<file path="config.mk">
export PLATFORM = sky130hd
export DESIGN_NAME = dot_product_row_feeder
export DESIGN_NICKNAME = d
export VERILOG_FILES = /design/src/rtl/dot_product_row_feeder.sv
export SDC_FILE = /design/constraint.sdc
export NUM_CORES = 2
export LEC_CHECK = 0
export ABC_AREA = 1
export CAP_MARGIN = 30
export CORE_AREA = 4 4 304 306
export DETAILED_ROUTE_END_ITERATION = 8
export DIE_AREA = 0 0 308 310
export GPL_TIMING_DRIVEN = 0
export PLACE_DENSITY = 0.65
export SLEW_MARGIN = 20
export SYNTH_ARGS = -nofsm -noshare
export SYNTH_HDL_FRONTEND = slang
export SYNTH_SLANG_ARGS = --single-unit
export TNS_END_PERCENT = 20
</file>
<file path="constraint.sdc">
create_clock -name clk -period 35.3 [get_ports clk]
set_clock_uncertainty 0.1 [all_clocks]
set_input_delay 7.06 -clock clk [delete_from_list [all_inputs] [get_ports clk]]
set_output_delay 7.06 -clock clk [all_outputs]
set_load 0.005 [all_outputs]
</file>
<file path="src/rtl/dot_product_row_feeder.sv">
`default_nettype none
// ============================================================================
// Module      : dot_product_row_feeder
// Description : Producer side of the dot-product row interface. Reads
//               matrix row A and vector B element by element from two
//               single-port memories and packs them into no_of_units-wide
//               packages. Each package is offered with a one-cycle
//               outsider_read_now strobe. The next package is fetched only
//               after the consumer answers with I_am_ready. Once the last
//               package is accepted, the consumer's dot_product_output is
//               captured on a fresh rising edge of finish.
//
// Ports       : clk, reset (async, active-high)
//               start, total, base_addr_a, base_addr_b      - job request
//               mem_addr_a/b, mem_rd, mem_data_a/b          - operand SRAMs
//                                                             (1-cycle latency)
//               first_row_input, second_row_input,
//               outsider_read_now, consumer_total,
//               I_am_ready, finish, dot_product_output      - consumer side
//               result, done, busy, error                   - job status
//
// Option      : ZERO_PAD_EN - when defined, a total that is not a multiple
//               of no_of_units is accepted. The tail of the last package is
//               filled with zeros instead of being read from memory.
//
// Revision    : 1.0 - initial release
// ============================================================================
module dot_product_row_feeder #(
  parameter int element_width = 32,
  parameter int no_of_units   = 8,
  parameter int addr_width    = 16
) (
  input  logic                                   clk,
  input  logic                                   reset,
  input  logic                                   start,
  input  logic [31:0]                            total,
  input  logic [addr_width-1:0]                  base_addr_a,
  input  logic [addr_width-1:0]                  base_addr_b,
  output logic [addr_width-1:0]                  mem_addr_a,
  output logic [addr_width-1:0]                  mem_addr_b,
  output logic                                   mem_rd,
  input  logic [element_width-1:0]               mem_data_a,
  input  logic [element_width-1:0]               mem_data_b,
  output logic [element_width*no_of_units-1:0]   first_row_input,
  output logic [element_width*no_of_units-1:0]   second_row_input,
  output logic                                   outsider_read_now,
  output logic [31:0]                            consumer_total,
  input  logic                                   I_am_ready,
  input  logic                                   finish,
  input  logic [element_width-1:0]               dot_product_output,
  output logic [element_width-1:0]               result,
  output logic                                   done,
  output logic                                   busy,
  output logic                                   error
);

  localparam int LG = $clog2(no_of_units);
  localparam int CW = LG + 1;
  localparam int W  = element_width;
  localparam int PW = element_width * no_of_units;
  // r_k runs from 0 up to no_of_units. The extra step is the cycle that
  // waits for the last read data.
  localparam logic [CW-1:0] K_LAST = CW'(no_of_units);

  typedef enum logic [2:0] {
    S_IDLE     = 3'd0,
    S_FETCH    = 3'd1,
    S_ISSUE    = 3'd2,
    S_WAIT_RDY = 3'd3,
    S_WAIT_FIN = 3'd4
  } state_t;

  state_t state, state_nxt;

  logic [addr_width-1:0] r_base_a, r_base_b;
  logic [31:0]           r_total, r_pkgs, r_pkg_cnt, r_elem_idx;
  logic [CW-1:0]         r_k;
  logic                  r_fill, r_fill_rd;
  logic [LG-1:0]         r_fill_slot;
  logic [W-1:0]          r_pkg_a [no_of_units];
  logic [W-1:0]          r_pkg_b [no_of_units];
  logic                  r_fin_q, r_fin_seen;

  logic        w_len_bad, w_slot_cycle, w_rd, w_fin_rise, w_fin_ok, w_last_pkg;
  logic [31:0] w_pkgs;

  // ceil(total / no_of_units)
  assign w_pkgs = (total >> LG) + {31'b0, |total[LG-1:0]};

`ifdef ZERO_PAD_EN
  assign w_len_bad = (total == 32'd0);
`else
  assign w_len_bad = (total == 32'd0) || (total[LG-1:0] != '0);
`endif

  // A slot cycle only issues a read while the element exists. Without
  // padding this comparison is always true.
  assign w_slot_cycle = (state == S_FETCH) && (r_k != K_LAST);
  assign w_rd         = w_slot_cycle && (r_elem_idx < r_total);

  assign mem_addr_a = w_rd ? (r_base_a + addr_width'(r_elem_idx)) : '0;
  assign mem_addr_b = w_rd ? (r_base_b + addr_width'(r_elem_idx)) : '0;

  // finish is sticky in the consumer. It is accepted only when a rising
  // edge has been seen after the last ISSUE of this job.
  assign w_fin_rise = finish & ~r_fin_q;
  assign w_fin_ok   = finish & (r_fin_seen | w_fin_rise);
  assign w_last_pkg = (r_pkg_cnt + 32'd1) >= r_pkgs;

  // Element 0 sits in the top slice of each package.
  for (genvar i = 0; i < no_of_units; i++) begin : g_pack
    assign first_row_input [PW-1-i*W -: W] = r_pkg_a[i];
    assign second_row_input[PW-1-i*W -: W] = r_pkg_b[i];
  end

  always_ff @(posedge clk or posedge reset) begin
    if (reset) state <= S_IDLE;
    else       state <= state_nxt;
  end

  always_comb begin
    state_nxt         = state;
    busy              = (state != S_IDLE);
    outsider_read_now = (state == S_ISSUE);
    mem_rd            = w_rd;
    case (state)
      S_IDLE:     if (start && !w_len_bad) state_nxt = S_FETCH;
      S_FETCH:    if (r_k == K_LAST) state_nxt = S_ISSUE;
      S_ISSUE:    state_nxt = S_WAIT_RDY;
      S_WAIT_RDY: if (I_am_ready) state_nxt = w_last_pkg ? S_WAIT_FIN : S_FETCH;
      S_WAIT_FIN: if (w_fin_ok) state_nxt = S_IDLE;
      default:    state_nxt = S_IDLE;
    endcase
  end

  always_ff @(posedge clk or posedge reset) begin
    if (reset) begin
      r_base_a       <= '0;
      r_base_b       <= '0;
      r_total        <= '0;
      r_pkgs         <= '0;
      r_pkg_cnt      <= '0;
      r_elem_idx     <= '0;
      r_k            <= '0;
      r_fill         <= 1'b0;
      r_fill_rd      <= 1'b0;
      r_fill_slot    <= '0;
      r_fin_q        <= 1'b0;
      r_fin_seen     <= 1'b0;
      consumer_total <= '0;
      result         <= '0;
      done           <= 1'b0;
      error          <= 1'b0;
      for (int i = 0; i < no_of_units; i++) begin
        r_pkg_a[i] <= '0;
        r_pkg_b[i] <= '0;
      end
    end else begin
      done    <= 1'b0;
      r_fin_q <= finish;

      // Read data returns one cycle after the address. Remember which slot
      // it belongs to and whether the slot was really read or is padding.
      r_fill      <= w_slot_cycle;
      r_fill_rd   <= w_rd;
      r_fill_slot <= r_k[LG-1:0];
      if (r_fill) begin
        r_pkg_a[r_fill_slot] <= r_fill_rd ? mem_data_a : '0;
        r_pkg_b[r_fill_slot] <= r_fill_rd ? mem_data_b : '0;
      end

      case (state)
        S_IDLE: begin
          if (start) begin
            if (w_len_bad) begin
              error <= 1'b1;
            end else begin
              error          <= 1'b0;
              r_base_a       <= base_addr_a;
              r_base_b       <= base_addr_b;
              r_total        <= total;
              r_pkgs         <= w_pkgs;
              consumer_total <= w_pkgs << LG;
              r_pkg_cnt      <= '0;
              r_elem_idx     <= '0;
              r_k            <= '0;
            end
          end
        end
        S_FETCH: begin
          if (r_k != K_LAST) begin
            r_k        <= r_k + CW'(1);
            r_elem_idx <= r_elem_idx + 32'd1;
          end
        end
        S_ISSUE: r_fin_seen <= 1'b0;
        S_WAIT_RDY: begin
          if (w_fin_rise) r_fin_seen <= 1'b1;
          if (I_am_ready) begin
            r_pkg_cnt <= r_pkg_cnt + 32'd1;
            r_k       <= '0;
          end
        end
        S_WAIT_FIN: begin
          if (w_fin_rise) r_fin_seen <= 1'b1;
          if (w_fin_ok) begin
            result <= dot_product_output;
            done   <= 1'b1;
          end
        end
        default: ;
      endcase
    end
  end

endmodule
`default_nettype wire
</file>
* After elaboration in Yosys (flattened, before gate mapping)
Cells that the tools add are included. W data, S select, Z words.
Storage, ports and cells: register bits 749, bits of input ports 165, output and inout bits 613, word-level logic and storage cells 117
Operators by class: $add $sub $neg 6, order comparisons 4, equal/unequal tests 14, mux-type cells 30, bitwise operators 6, reduce and logical (&&, ||, !) cells 24
Operators with widths (count):
- $bwmux W256 | 2
- $mux W32 | 7
- $pmux W32 S2 | 2
- $demux W32 S3 | 1
- $add A32 B1 Y32 const B | 2
- $add A16 B16 Y16 | 2
- $ge A32 B32 Y1 | 1
- $logic_not A32 Y1 | 1
- $lt A32 B32 Y1 | 1
- $mux W16 | 2
- $add A29 B1 Y30 | 1
- $mux W4 | 4
- $mux W3 | 5
- $pmux W3 S5 | 1
- $pmux W4 S3 | 1
- $reduce_and A4 Y1 | 3
- $ne A2 B2 Y1 const B | 5
- $reduce_bool A3 Y1 | 3
- $eq A3 B2 Y1 const B | 2
- $ne A2 B1 Y1 const B | 3
- $reduce_and A2 Y1 | 3
- $reduce_bool A2 Y1 | 3
- $reduce_and A5 Y1 | 1
- $add A4 B1 Y4 const B | 1
- 19 further kinds | 27

* Depth between registers and ports, before layout
depth after elaboration 6, mapped depth 22, gate-level depth less buffers 22

* Least setup slack after synthesis
No wires, ideal clock.
path kind register to output, start register r_elem_idx[0], end output port mem_addr_a[12], arrival 1.901 ns, data required time 28.140 ns, setup slack 26.239 ns, stages on the path, launching flop included 11, buffers on the path 0, cell sequence dfrtp_1 > ha_1 > fa_1 > nand3_1 > nand2_1 > nand2_1 > a21oi_1 > a21oi_1 > o21ai_0 > xnor2_1 > nor2_1
On the way: longest elaborated chain between the ends 3, elaborated cells between the ends (all ways) 4, classes of those cells add/sub: 1; order compare: 1; mux: 1; reduce/logical: 1
Ends and longest elaborated chain:
- start: declaration | line 76 | logic [31:0] r_total, r_pkgs, r_pkg_cnt, r_elem_idx;
- start signal: assignment | line 193 | r_elem_idx <= r_elem_idx + 32'd1;
- $lt A32 B32 Y1 | line 99 | assign w_rd = w_slot_cycle && (r_elem_idx < r_total);
- $logic_and A1 B1 Y1 | line 99
- $mux W16 (*) | line 101 | assign mem_addr_a = w_rd ? (r_base_a + addr_width'(r_elem_idx)) : '0;
- end: declaration | line 39 | output logic [addr_width-1:0] mem_addr_a,
Mark *: on every way between the ends. The rest lies on a longest branch, timed or not.

* Worst setup path after layout
start register r_elem_idx[1], end output port mem_addr_a[7]
The elaborated chain is that of the path after synthesis.

==> impl_metrics.py <==
metrics = {
    "synth": {
        "ys_types": 49,
        "synth_edf_count": 0,
        "async_flop_share_pct": 100,
        "netlist_instances": 3449,
        "synth_compound_gate_area_share_pct": 12.4,
        "avgSynthCellArea_sq_um": 9.06,
        "synth-main-ff-cell": "dfrtp_1",
        "synth_area_sq_mm": 0.0313,
        "synth_mux_area_share_pct": 0,
        "synth_top_family_by_area": "simple AND/OR/NAND/NOR gates",
        "synth-seq-cells": 718,
        "yosys_warnings": 0,
        "ys_seq_area_share_pct": 57.5,
        "yosys.area_share.simple_pct": 18.1,
        "synth_xor_area_share_pct": 2.58,
        "synth_fa_ha_area_share_pct": 4.01,
    },
    "worst_setup_path": {
        "r2r_cells": 21,
        "worstSetupPathType": "reg2out",
        "cpMaxStageDelayCell": "dfrtp_1",
        "crit_path_end_kind": "primary output",
        "cp_slowest_stage_delay_ns": 0.60,
        "required_ns": 28.14,
        "worst_ep_arrival_time_ns": 3.87,
        "reg2reg_from": "r_pkg_cnt[0]",
        "path_cells": "ha_1 > a21oi_1 > o21ai_0 > nor3b_1 > o21ai_0 > nand2_1 > nand3_1 > nand3_1 > buf_2 > nor2_1 > clkdlybuf4s50_1",
        "cp-start-kind": "flip-flop",
        "path_max_fanout": 10,
        "timing.rr.end": "state[2]",
        "r2r_setup_slack_ns": 31.88,
    },
    "drt": {
        "num_vias": 28085,
        "routed_via_density": 5.04,
        "drc": 0,
        "drtAntennaViolNets": 0,
        "wl_per_cell_microns": 22.8,
        "dr.pass1.iters": 7,
        "finalWirelength_mm": 127,
        "drt_iter0_drc": 2382,
    },
    "sta": {
        "worst_pin_slew_ns": 0.967,
        "finalHoldViolCount": 0,
        "rsz0062_at_grt": "false",
        "slew_headroom_pct": 35.5,
        "fin_crit_sh_pct": 31.2,
        "finalCriticalPeriod_ns": 11.03,
        "drv_slew": 0,
        "finalSetupTns_ns": 0,
        "fin_ws_ns": 24.27,
        "setup_violations": 0,
        "max_freq_mhz": 90.7,
    },
    "hold_path": {
        "min_to": "r_fill_slot[0]",
        "hp-start": "r_k[0]",
        "hp-class": "reg2reg",
        "hold_depth": 0,
    },
    "floorplanning": {
        "fp.dieArea_sq_mm": 0.0955,
        "die_h_microns": 310,
        "pin_count": 778,
        "rows": 110,
        "dieWidth_microns": 308,
        "start_util_pct": 34.9,
        "core-area_sq_mm": 0.0896,
    },
    "place": {
        "port_buffers": 774,
        "place_congestion": 0.908,
        "post-place-cells": 5421,
        "hpwl_mm": 97.9,
        "dp_slack_ns": 24.91,
    },
    "grt": {
        "grt_pass1_vias": 27529,
        "grt_pass1_wl_mm": 183,
        "grt_max_degree": 104,
        "antenna_found_initial": 7,
        "grt_use_met3_pct": 5.76,
        "top_usage_layer": "met2",
        "grt_overflow": 0,
        "use_met1_pct": 32.0,
        "grt_util_met2_pct": 44.0,
        "track_usage_pct": 25.7,
    },
    "pwr": {
        "report.power.total_mw": 3.46,
        "p_comb_share_pct": 38.4,
        "p_clk_share_pct": 25.4,
        "leakagePower_nw": 19.9,
        "p_seq_share_pct": 36.2,
        "p_int_mw": 2.23,
        "peakVddDrop_uv": 37.9,
        "switching_share_pct": 35.4,
        "p_sw_mw": 1.23,
        "p_per_area_mw_per_mm2": 79.2,
    },
    "cts": {
        "postCtsHoldBufs": 0,
        "cts_buffers": 81,
        "cts_sinks": 718,
        "cts_tree": "yes",
        "cts_root_buf": "clkbuf_16",
        "cts_buffer_depth": 3,
        "clkSlewWorstSetupHoldPaths_ns": 0.06,
        "insertion_delay_ns": 0.64,
        "cts-htree-levels": 3,
        "cts_resized": 0,
        "post-cts-setup-buffer-count": 0,
    },
    "layout": {
        "final_common_cell": "nand2_1",
        "areaGrowthSynthToFinish_pct": 39.7,
        "final_cells": 5572,
        "final_cell_mix": "nand2_1 (1,028), clkdlybuf4s50_1 (774), dfrtp_1 (718)",
        "fin_nets": 4592,
        "drive_gt1_share_pct": 5.85,
    },
    "job": {
        "maxCapViolations": 0,
    },
    "outcome": {
        "status": "finished, final reports clean",
    },
}
-- stage by stage --
step / utilization [%] / hold slack, ns / instance area [sq um]
finish: 48.7 / 0.355 / 43700
global route: 48.7 / 0.389 / 43700
CTS: 48.7 / 0.366 / 43700
detailed placement: 45.6 / 0.357 / 40900
global placement: 45.2 / 0.351 / 40500
floorplan: - / 0.300 / 31300
-- routing by layer --
metal	wire (microns)	share of wire, %
met1	50600	40
met2	61900	49
met3	9310	7.3
met4	5000	3.9
met5	13	0.010
-- power by group through the flow --
| stage | registers, mW | clock network [mW] | logic (mW) |
|---|---|---|---|
| after floorplan | 1.25 | 0 | 0.518 |
| after global placement | 1.26 | 0 | 1.30 |
| after detailed placement | 1.26 | 0 | 1.34 |
| after CTS | 1.25 | 0.894 | 1.34 |
| after global routing | 1.28 | 0.930 | 1.45 |
| final | 1.25 | 0.879 | 1.33 |
-- synthesized netlist by cell type, types with 3 or more instances --
cell type | number | area (sq um)
xor2_1 | 57 | 499
nor2_4 | 6 | 67.6
o21ai_1 | 8 | 40.0
buf_2 | 24 | 120
o31ai_1 | 30 | 225
inv_2 | 5 | 18.8
buf_4 | 38 | 285
clkbuf_1 | 131 | 492
nand4_1 | 19 | 119
nand3_2 | 5 | 50.1
o2111ai_1 | 5 | 43.8
dfrtp_1 | 718 | 18000
o21ai_0 | 531 | 2660
inv_1 | 199 | 747
nor3_1 | 35 | 175
nor2_2 | 10 | 62.6
nand3_1 | 73 | 365
o221ai_1 | 4 | 35.0
nand2_1 | 1028 | 3860
nor3_2 | 4 | 40.0
nand2_2 | 4 | 25.0
o22ai_1 | 17 | 106
nor4_1 | 9 | 56.3
buf_1 | 4 | 15.0
a211oi_1 | 3 | 22.5
ha_1 | 97 | 1210
a21oi_1 | 130 | 651
o211ai_1 | 4 | 30.0
xnor2_1 | 35 | 307
nor2_1 | 191 | 717
-- sequential cells by signal, indices dropped and copies added (netlist names) --
register and count:
result 32, consumer_total 28, r_fill_rd 1, first_row_input 256, r_base_a 16, second_row_input 256
r_fin_seen 1, r_pkg_cnt 32, r_total 32, r_pkgs 2, r_elem_idx 32, state 3
error 1, r_base_b 16, r_fin_q 1, r_fill_slot 3, done 1, r_k 4
r_fill 1
-- kinds of logic after synthesis --
kind of cell,after synthesis
other,1
adder cells (fa/ha/maj),99
XOR/XNOR,92
flip-flops,718
buffers and inverters,403
AND/OR/NAND/NOR,1395
AO/OA/AOI/OAI,741
-- area by class of cell --
| type | count | area, sq um |
|---|---|---|
| Clock inverter | 29 | 420 |
| Timing Repair Buffer | 794 | 8150 |
| Sequential cell | 718 | 18000 |
| Inverter | 205 | 777 |
| Clock buffer | 117 | 2350 |
| Multi-Input combinational cell | 2330 | 11600 |
| Antenna cell | 5 | 12.5 |
| Buffer | 198 | 927 |
| Tap cell | 1176 | 1470 |
| Fill cell | 8478 | 45900 |
-- worst max path at each step --
stage / startpoint / end / depth (start not counted)
after global routing: r_elem_idx[1] / mem_addr_a[7] / 11
final: r_elem_idx[1] / mem_addr_a[7] / 11
after floorplan: reset / consumer_total[10] / 1
after global placement: reset / first_row_input[111] / 2
after detailed placement: r_elem_idx[1] / mem_addr_a[7] / 11
after CTS: r_elem_idx[1] / mem_addr_a[7] / 11
-- worst max-delay path, delay by kind of cell, from the launching register on --
family / cells / cell delay (ns)
AOI/OAI and AO/OA: 3 / 0.54
DFF: 1 / 0.60
adders and majority gates: 1 / 0.32
and+or+nand+nor: 5 / 0.90
buffers and inverters: 2 / 0.89
(Power assumes the default switching activity.)
